## src/rtl/microop_sequencer.sv

```systemverilog
// ---------------------------------------------------------------------------
// microop_sequencer
//   Steps through the micro-op indices of one instruction at a time. An
//   instruction is started with a start_valid/start_ready handshake that
//   carries the index of its last step; the sequencer then walks step 0..len,
//   one step per non-stalled cycle, pulsing done as the last step retires.
//   Back-to-back instructions follow each other with no idle cycle.
//   WRAP_MODE=1 turns it into a free-running counter over the full step range.
//
// Ports
//   clk          : clock, all state changes on the rising edge
//   rst_n        : asynchronous active-low reset
//   start_valid  : request to begin a new instruction
//   start_len    : index of the instruction's last step, sampled on accept
//   start_ready  : sequencer can accept a start this cycle (combinational)
//   stall        : hold the current step (no advance, no retire)
//   abort        : cancel the current instruction, highest priority
//   step         : current micro-op step index
//   busy         : an instruction is executing
//   step_first   : busy and step == 0
//   step_last    : busy and step == last index
//   done         : one-cycle pulse while the last step retires
// ---------------------------------------------------------------------------
module microop_sequencer #(
  parameter int unsigned STEP_W    = 3,
  parameter bit          WRAP_MODE = 1'b0
) (
  input  logic              clk,
  input  logic              rst_n,
  input  logic              start_valid,
  input  logic [STEP_W-1:0] start_len,
  output logic              start_ready,
  input  logic              stall,
  input  logic              abort,
  output logic [STEP_W-1:0] step,
  output logic              busy,
  output logic              step_first,
  output logic              step_last,
  output logic              done
);

  typedef enum logic {
    ST_IDLE = 1'b0,
    ST_RUN  = 1'b1
  } state_t;

  state_t            r_state;
  logic [STEP_W-1:0] r_step;
  logic [STEP_W-1:0] r_len;

  logic w_run;
  logic w_at_last;
  logic w_retire;
  logic w_ready;
  logic w_accept;

  // Handshake and retire decode from the current registered state
  always_comb begin
    w_run     = (r_state == ST_RUN);
    w_at_last = w_run && (r_step == r_len);
    w_retire  = w_run && !stall && !abort;
    if (abort) begin
      w_ready = 1'b0;
    end else if (!w_run) begin
      w_ready = 1'b1;
    end else if (WRAP_MODE) begin
      // Free-running: a new start may restart the count in any cycle
      w_ready = 1'b1;
    end else begin
      // Length-bounded: only take the next start as the last step leaves,
      // which gives zero-bubble chaining
      w_ready = w_at_last && w_retire;
    end
    w_accept = start_valid && w_ready;
  end

  // Sequencer state: abort beats accept beats retire beats hold
  always_ff @(posedge clk or negedge rst_n) begin
    if (!rst_n) begin
      r_state <= ST_IDLE;
      r_step  <= {STEP_W{1'b0}};
      r_len   <= {STEP_W{1'b0}};
    end else if (abort) begin
      r_state <= ST_IDLE;
      r_step  <= {STEP_W{1'b0}};
    end else if (w_accept) begin
      r_state <= ST_RUN;
      r_step  <= {STEP_W{1'b0}};
      r_len   <= WRAP_MODE ? {STEP_W{1'b1}} : start_len;
    end else if (w_retire) begin
      if (w_at_last) begin
        r_state <= WRAP_MODE ? ST_RUN : ST_IDLE;
        r_step  <= {STEP_W{1'b0}};
      end else begin
        r_step  <= r_step + {{(STEP_W-1){1'b0}}, 1'b1};
      end
    end else begin
      r_state <= r_state;
      r_step  <= r_step;
    end
  end

  assign start_ready = w_ready;
  assign step        = r_step;
  assign busy        = w_run;
  assign step_first  = w_run && (r_step == {STEP_W{1'b0}});
  assign step_last   = w_at_last;
  assign done        = w_retire && w_at_last;

endmodule
```

## config.mk

```make
export PLATFORM = sky130hd
export DESIGN_NAME = microop_sequencer
export DESIGN_NICKNAME = d
export VERILOG_FILES = /design/src/rtl/microop_sequencer.sv
export SDC_FILE = /design/constraint.sdc
export NUM_CORES = 1
export LEC_CHECK = 0
export CAP_MARGIN = 20
export CORE_AREA = 5 5 42 44
export CTS_CLUSTER_DIAMETER = 100
export DETAILED_ROUTE_END_ITERATION = 8
export DIE_AREA = 0 0 47 49
export PLACE_DENSITY_LB_ADDON = 0.25
export SLEW_MARGIN = 30
export SYNTH_ARGS = -nofsm -noshare
export SYNTH_HDL_FRONTEND = slang
export SYNTH_SLANG_ARGS = --single-unit
export TNS_END_PERCENT = 50
```

## constraint.sdc

```tcl
create_clock -name clk -period 1.6 [get_ports clk]
set_input_delay 0.24 -clock clk [delete_from_list [all_inputs] [get_ports clk]]
set_output_delay 0.24 -clock clk [all_outputs]
set_load 0.01 [all_outputs]
```

==> results.json, run 1 <==
{
  "status": "complete, but fails checks",
  "violations": "negative setup slack",
  "avgViaCountPerCell": 4.57,
  "syn_to_final_growth_pct": 91.1,
  "startpoint_type": "register",
  "hold_buffers": 0,
  "cts_tree": "yes",
  "vias": 407,
  "cp.arrival_ps": 1550,
  "rsz0062_at_grt": "true",
  "grt_max_degree": 8,
  "die-area_um2": 2300,
  "fin_worst_skew_ps": 2.88,
  "n_antenna_cell": 0,
  "syn_area_um2": 408,
  "drt_wl_total_mm": 1.15,
  "core_area_um2": 1400,
  "drive_above_1_share": 0.479,
  "port-buffer-count": 15,
  "cp_slowest_cell": "dfrtp_1",
  "synth_top_cell_area_share": 0.429,
  "p_leak_nw": 0.396,
  "path_class": "reg2out",
  "slew_viol_final": 0,
  "netlist_top_cells_area": "dfrtp_1 (43%), mux2_1 (8.3%), xor2_1 (6.4%)",
  "synthCells": 38,
  "start_util": 0.291,
  "fin_crit_ps": 1790,
  "cpPeakStageDelay_ps": 410,
  "grt_overflow": 0,
  "setup_ws_ps": -190,
  "grt_pass1_wl_mm": 1.71,
  "ctsLongestPathBuffers": 2,
  "cts_max_level": 1,
  "die_h_um": 49,
  "power.density_nw_per_um2": 776,
  "finalSetupViolations": 7,
  "fin_crit_sh": 1.12,
  "crit_chain": "xor2_2, or3_4, nor4_2, buf_2",
  "ys_ff_latch": 7,
  "die_w_um": 47,
  "finalHoldViolations": 0,
  "grtUsageTotal": 0.101,
  "drtAntennaViolNets": 0,
  "final_cell_area_um2": 779,
  "post-dp-hpwl_um": 794,
  "tightest_slew_ps": 308,
  "fmax_mhz": 559,
  "critPathRequiredTime_ps": 1360,
  "hold_class": "in2async",
  "placed_area_um2": 667,
  "peakVddDrop_mv": 0.735,
  "fin_nets": 84,
  "yosysTopAreaCell": "dfrtp_1",
  "grt_pass1_vias": 440,
  "synth.yosys.seq_area_share": 0.429,
  "end_kind": "output port",
  "gp_congestion": 0.740,
  "io_pins": 16,
  "rows": 14,
  "cts_sinks": 7,
  "critPathLaunch": "step[1]",
  "worstPathMaxFanout": 3,
  "timing.rr.start": "r_len[0]",
  "path_clk_slew_ps": 50,
  "antenna_found_initial": 0,
  "syn_nets": 48,
  "ys_warn_count": 0,
  "slew_headroom": 0.793,
  "cts_inserted_buffers": 3,
  "synth_cell_types": 18,
  "clk_latency_ps": 240,
  "dr.first_iter.drc_count": 2,
  "total_power_uw": 605,
  "avgSynthCellArea_um2": 10.7,
  "cts_root_buf": "clkbuf_4",
  "cap_violations": 0,
  "dr.pass1.iters": 3,
  "wire_per_inst_um": 12.9,
  "route.detailed.drc": 0
}
## state kept, by name, summed over array words and instances, names as in the netlist
register  count
busy          1
r_len         3
step          3
## per-stage QoR
stage               setup TNS (ps)   util  setup slack [ps]  hold WS (ps)  instances
floorplan                    -3.34      -             -1.11         -55.6         38
global placement             -1500  0.476              -372           505         80
detailed placement           -1640  0.476              -399           501         80
CTS                          -1050  0.528              -185           256         88
global route                 -1260  0.556              -256           270         89
finish                        -876  0.556              -190           253         89
## timing repair
item / in CTS / in global routing
pin swaps: 6 / 5
buffers inserted: 4 / 2
setup endpoints to repair: 7 / 11
gates resized for setup: 21 / 7
## Yosys cell counts, drive strengths merged
| master | n |
|---|---|
| a211oi | 1 |
| a21oi | 2 |
| a22o | 1 |
| dfrtp | 7 |
| ha | 2 |
| inv | 5 |
| mux2 | 4 |
| mux2i | 1 |
| nand2 | 2 |
| nand3b | 1 |
| nor2 | 3 |
| nor2b | 2 |
| nor4 | 1 |
| o311a | 1 |
| o41ai | 1 |
| or3 | 1 |
| xor2 | 3 |
## worst max-delay path: cells and delay by family, from the launching register on
kind / cells / cell delay (ps)
buf+inv: 1 / 170
flops: 1 / 410
simple gates: 2 / 520
xor+xnor: 1 / 210
## cell type report
type                    instances  area, um2
flip-flops and latches          7        175
inverters                       5       18.8
multi-input cells              26        283
repair buffers                 31        256
well taps                      16       20.0
clock buffers                   4       26.3
fillers                       130        622
## power breakdown
group / internal [mW] / switching, mW
clock network: 0.0947 / 0.0582
registers: 0.197 / 0.0212
logic: 0.144 / 0.0891
## metal layers
metal,global-route usage,up-vias,part of all wire
met3,0.0221,5,0.078
met2,0.170,15,0.49
li1,-,199,-
met1,0.117,188,0.41
met4,0.0415,0,0.018
met5,0,-,0
## final timing paths
check / endpoint / depth (start not counted) / slack (ps)
setup / recovery: done / 4 / -190
hold / removal: step[2] / 1 / 250
setup reg to reg: r_len[2] / 6 / -140
hold reg to reg: r_len[2] / 1 / 560
max in group asynchronous: busy / 1 / 1110
min in group clk: r_len[2] / 1 / 560
## cells in the final DEF, fill, tap and decap left out
cell type and count:
mux2i_1 1, buf_2 4, or3_4 1, a211oi_1 1, nor2_1 3, ha_1 2
buf_6 1, xor2_2 3, nand2_1 2, o311a_4 1, buf_4 15, mux2_4 3
inv_1 5, clkbuf_4 3, dfrtp_1 7, o41ai_2 1, mux2_1 1, nand3b_4 1
nor2b_1 2, a22o_1 1, dlymetal6s2s_1 1, clkbuf_1 1, a21oi_1 1, nor4_2 1
a21oi_2 1, clkdlybuf4s50_1 10
## kinds of logic after synthesis
kind of cell / share of synthesized area
compound gates: 0.129
flops: 0.429
buf+inv: 0.0460
mux: 0.135
simple gates: 0.135
xor+xnor: 0.0644
fa+ha+maj: 0.0613
Note: power is estimated with default switching activity, not from simulation.
==> run 2, diff against run 1 <==
--- a/config.mk
+++ b/config.mk
@@ -6,10 +6,10 @@
 export NUM_CORES = 1
 export LEC_CHECK = 0
 export CAP_MARGIN = 20
-export CORE_AREA = 5 5 42 44
+export CORE_AREA = 3 3 40 42
 export CTS_CLUSTER_DIAMETER = 100
 export DETAILED_ROUTE_END_ITERATION = 8
-export DIE_AREA = 0 0 47 49
+export DIE_AREA = 0 0 43 45
 export PLACE_DENSITY_LB_ADDON = 0.25
 export SLEW_MARGIN = 30
 export SYNTH_ARGS = -nofsm -noshare
==> results.json, run 2 (same netlist as run 1, synthesis figures left out) <==
{
  "rows": 13,
  "start_util": 0.317,
  "status": "complete, but fails checks",
  "avgViaCountPerCell": 4.61,
  "die-area_um2": 1940,
  "ctsLongestPathBuffers": 2,
  "critPathRequiredTime_ps": 1360,
  "cts_tree": "yes",
  "wire_per_inst_um": 11.0,
  "fin_tns_setup_ps": -810,
  "fin_crit_sh": 1.11,
  "end_kind": "output port",
  "grtUsageTotal": 0.108,
  "total_power_uw": 555,
  "mostFrequentLayoutCells": "buf_4 (13), clkdlybuf4s50_1 (10), dfrtp_1 (7)",
  "fin_nets": 81,
  "fmax_mhz": 561,
  "cp.arrival_ps": 1540,
  "io_pins": 16,
  "cts_sinks": 7,
  "grt_pass1_vias": 399,
  "die_w_um": 43,
  "core_area_um2": 1280,
  "pre_cts_slack_ps": -413,
  "antenna_found_initial": 0,
  "peakVddDrop_mv": 0.412,
  "hold_buffers": 0,
  "tightest_slew_ps": 308,
  "grt_overflow": 0,
  "hold_class": "in2async",
  "syn_to_final_growth_pct": 77.9,
  "dr.pass1.iters": 2,
  "setup_ws_ps": -183,
  "drive_above_1_share": 0.429,
  "clk_latency_ps": 240,
  "dr.first_iter.drc_count": 7,
  "grt_max_degree": 8,
  "route.detailed.drc": 0,
  "power.density_nw_per_um2": 765,
  "worstPathMaxFanout": 3,
  "n_antenna_cell": 0,
  "reg2reg_setup_slack_ps": -130,
  "die_h_um": 45,
  "cap_violations": 0,
  "path_clk_slew_ps": 50,
  "finalHoldViolations": 0,
  "path_class": "reg2out",
  "nFillCells": 116,
  "slew_viol_final": 0,
  "vias": 392,
  "drtAntennaViolNets": 0,
  "grt_pass1_wl_mm": 1.55,
  "p_leak_nw": 0.363,
  "port-buffer-count": 15,
  "fin_crit_ps": 1780,
  "fin_util": 0.565,
  "cts_inserted_buffers": 3,
  "drt_wl_total_um": 935,
  "final_common_cell": "buf_4",
  "cts_max_level": 1,
  "fin_worst_skew_ps": 0.664,
  "cts_root_buf": "clkbuf_4",
  "finalSetupViolations": 6,
  "rsz0062_at_grt": "true",
  "violations": "negative setup slack",
  "final_cell_area_um2": 726,
  "gp_congestion": 0.651,
  "post-dp-hpwl_um": 734,
  "placed_area_um2": 651,
  "slew_headroom": 0.792,
  "startpoint_type": "register"
}
[run 2: critical path: stages (launching register included)]
cell     delay [ps]
dfrtp_1         410
xor2_2          200
o41ai_2         400
nor2b_1         160
buf_2           130
[run 2: power by group]
part	switching [mW]	internal, mW
sequential	0.0186	0.198
combinational	0.0732	0.113
clock	0.0578	0.0947
total	0.150	0.406
[run 2: worst paths after layout]
kind	startpoint	to	cells past startpoint
worst min-delay path	rst_n	r_len[0]	1
min in group clk	r_len[1]	r_len[1]	1
worst min register to register	r_len[1]	r_len[1]	1
max in group asynchronous	rst_n	step[0]	1
worst max register to register	step[2]	r_len[2]	5
worst max-delay path	step[2]	start_ready	4
[run 2: what timing repair did]
item | in CTS | in global routing
setup endpoints to repair | 7 | 7
pin swaps | 4 | 0
endpoints found under the hold margin | 0 | 0
setup buffers | 3 | 2
resized for setup | 24 | 0
[run 2: metal layers]
layer	routed length, um	track usage	vias to the layer above
met5	0	0	-
met3	48	0.0120	0
met1	399	0.117	188
met2	487	0.207	11
met4	0	0.0542	0
li1	-	-	193
[run 2: cell type report]
class	count	area [um2]	area share
Multi-Input combinational cell	26	260	0.359
Timing Repair Buffer	28	226	0.312
Inverter	5	18.8	0.0259
Clock buffer	4	26.3	0.0362
Tap cell	15	18.8	0.0259
Sequential cell	7	175	0.241
[run 2: stage by stage]
step           instances  hold slack [ps]
6_report              85              250
5_1_grt               85              270
4_1_cts               83              258
3_5_place_dp          77              506
3_3_place_gp          77              498
2_1_floorplan         38            -55.6
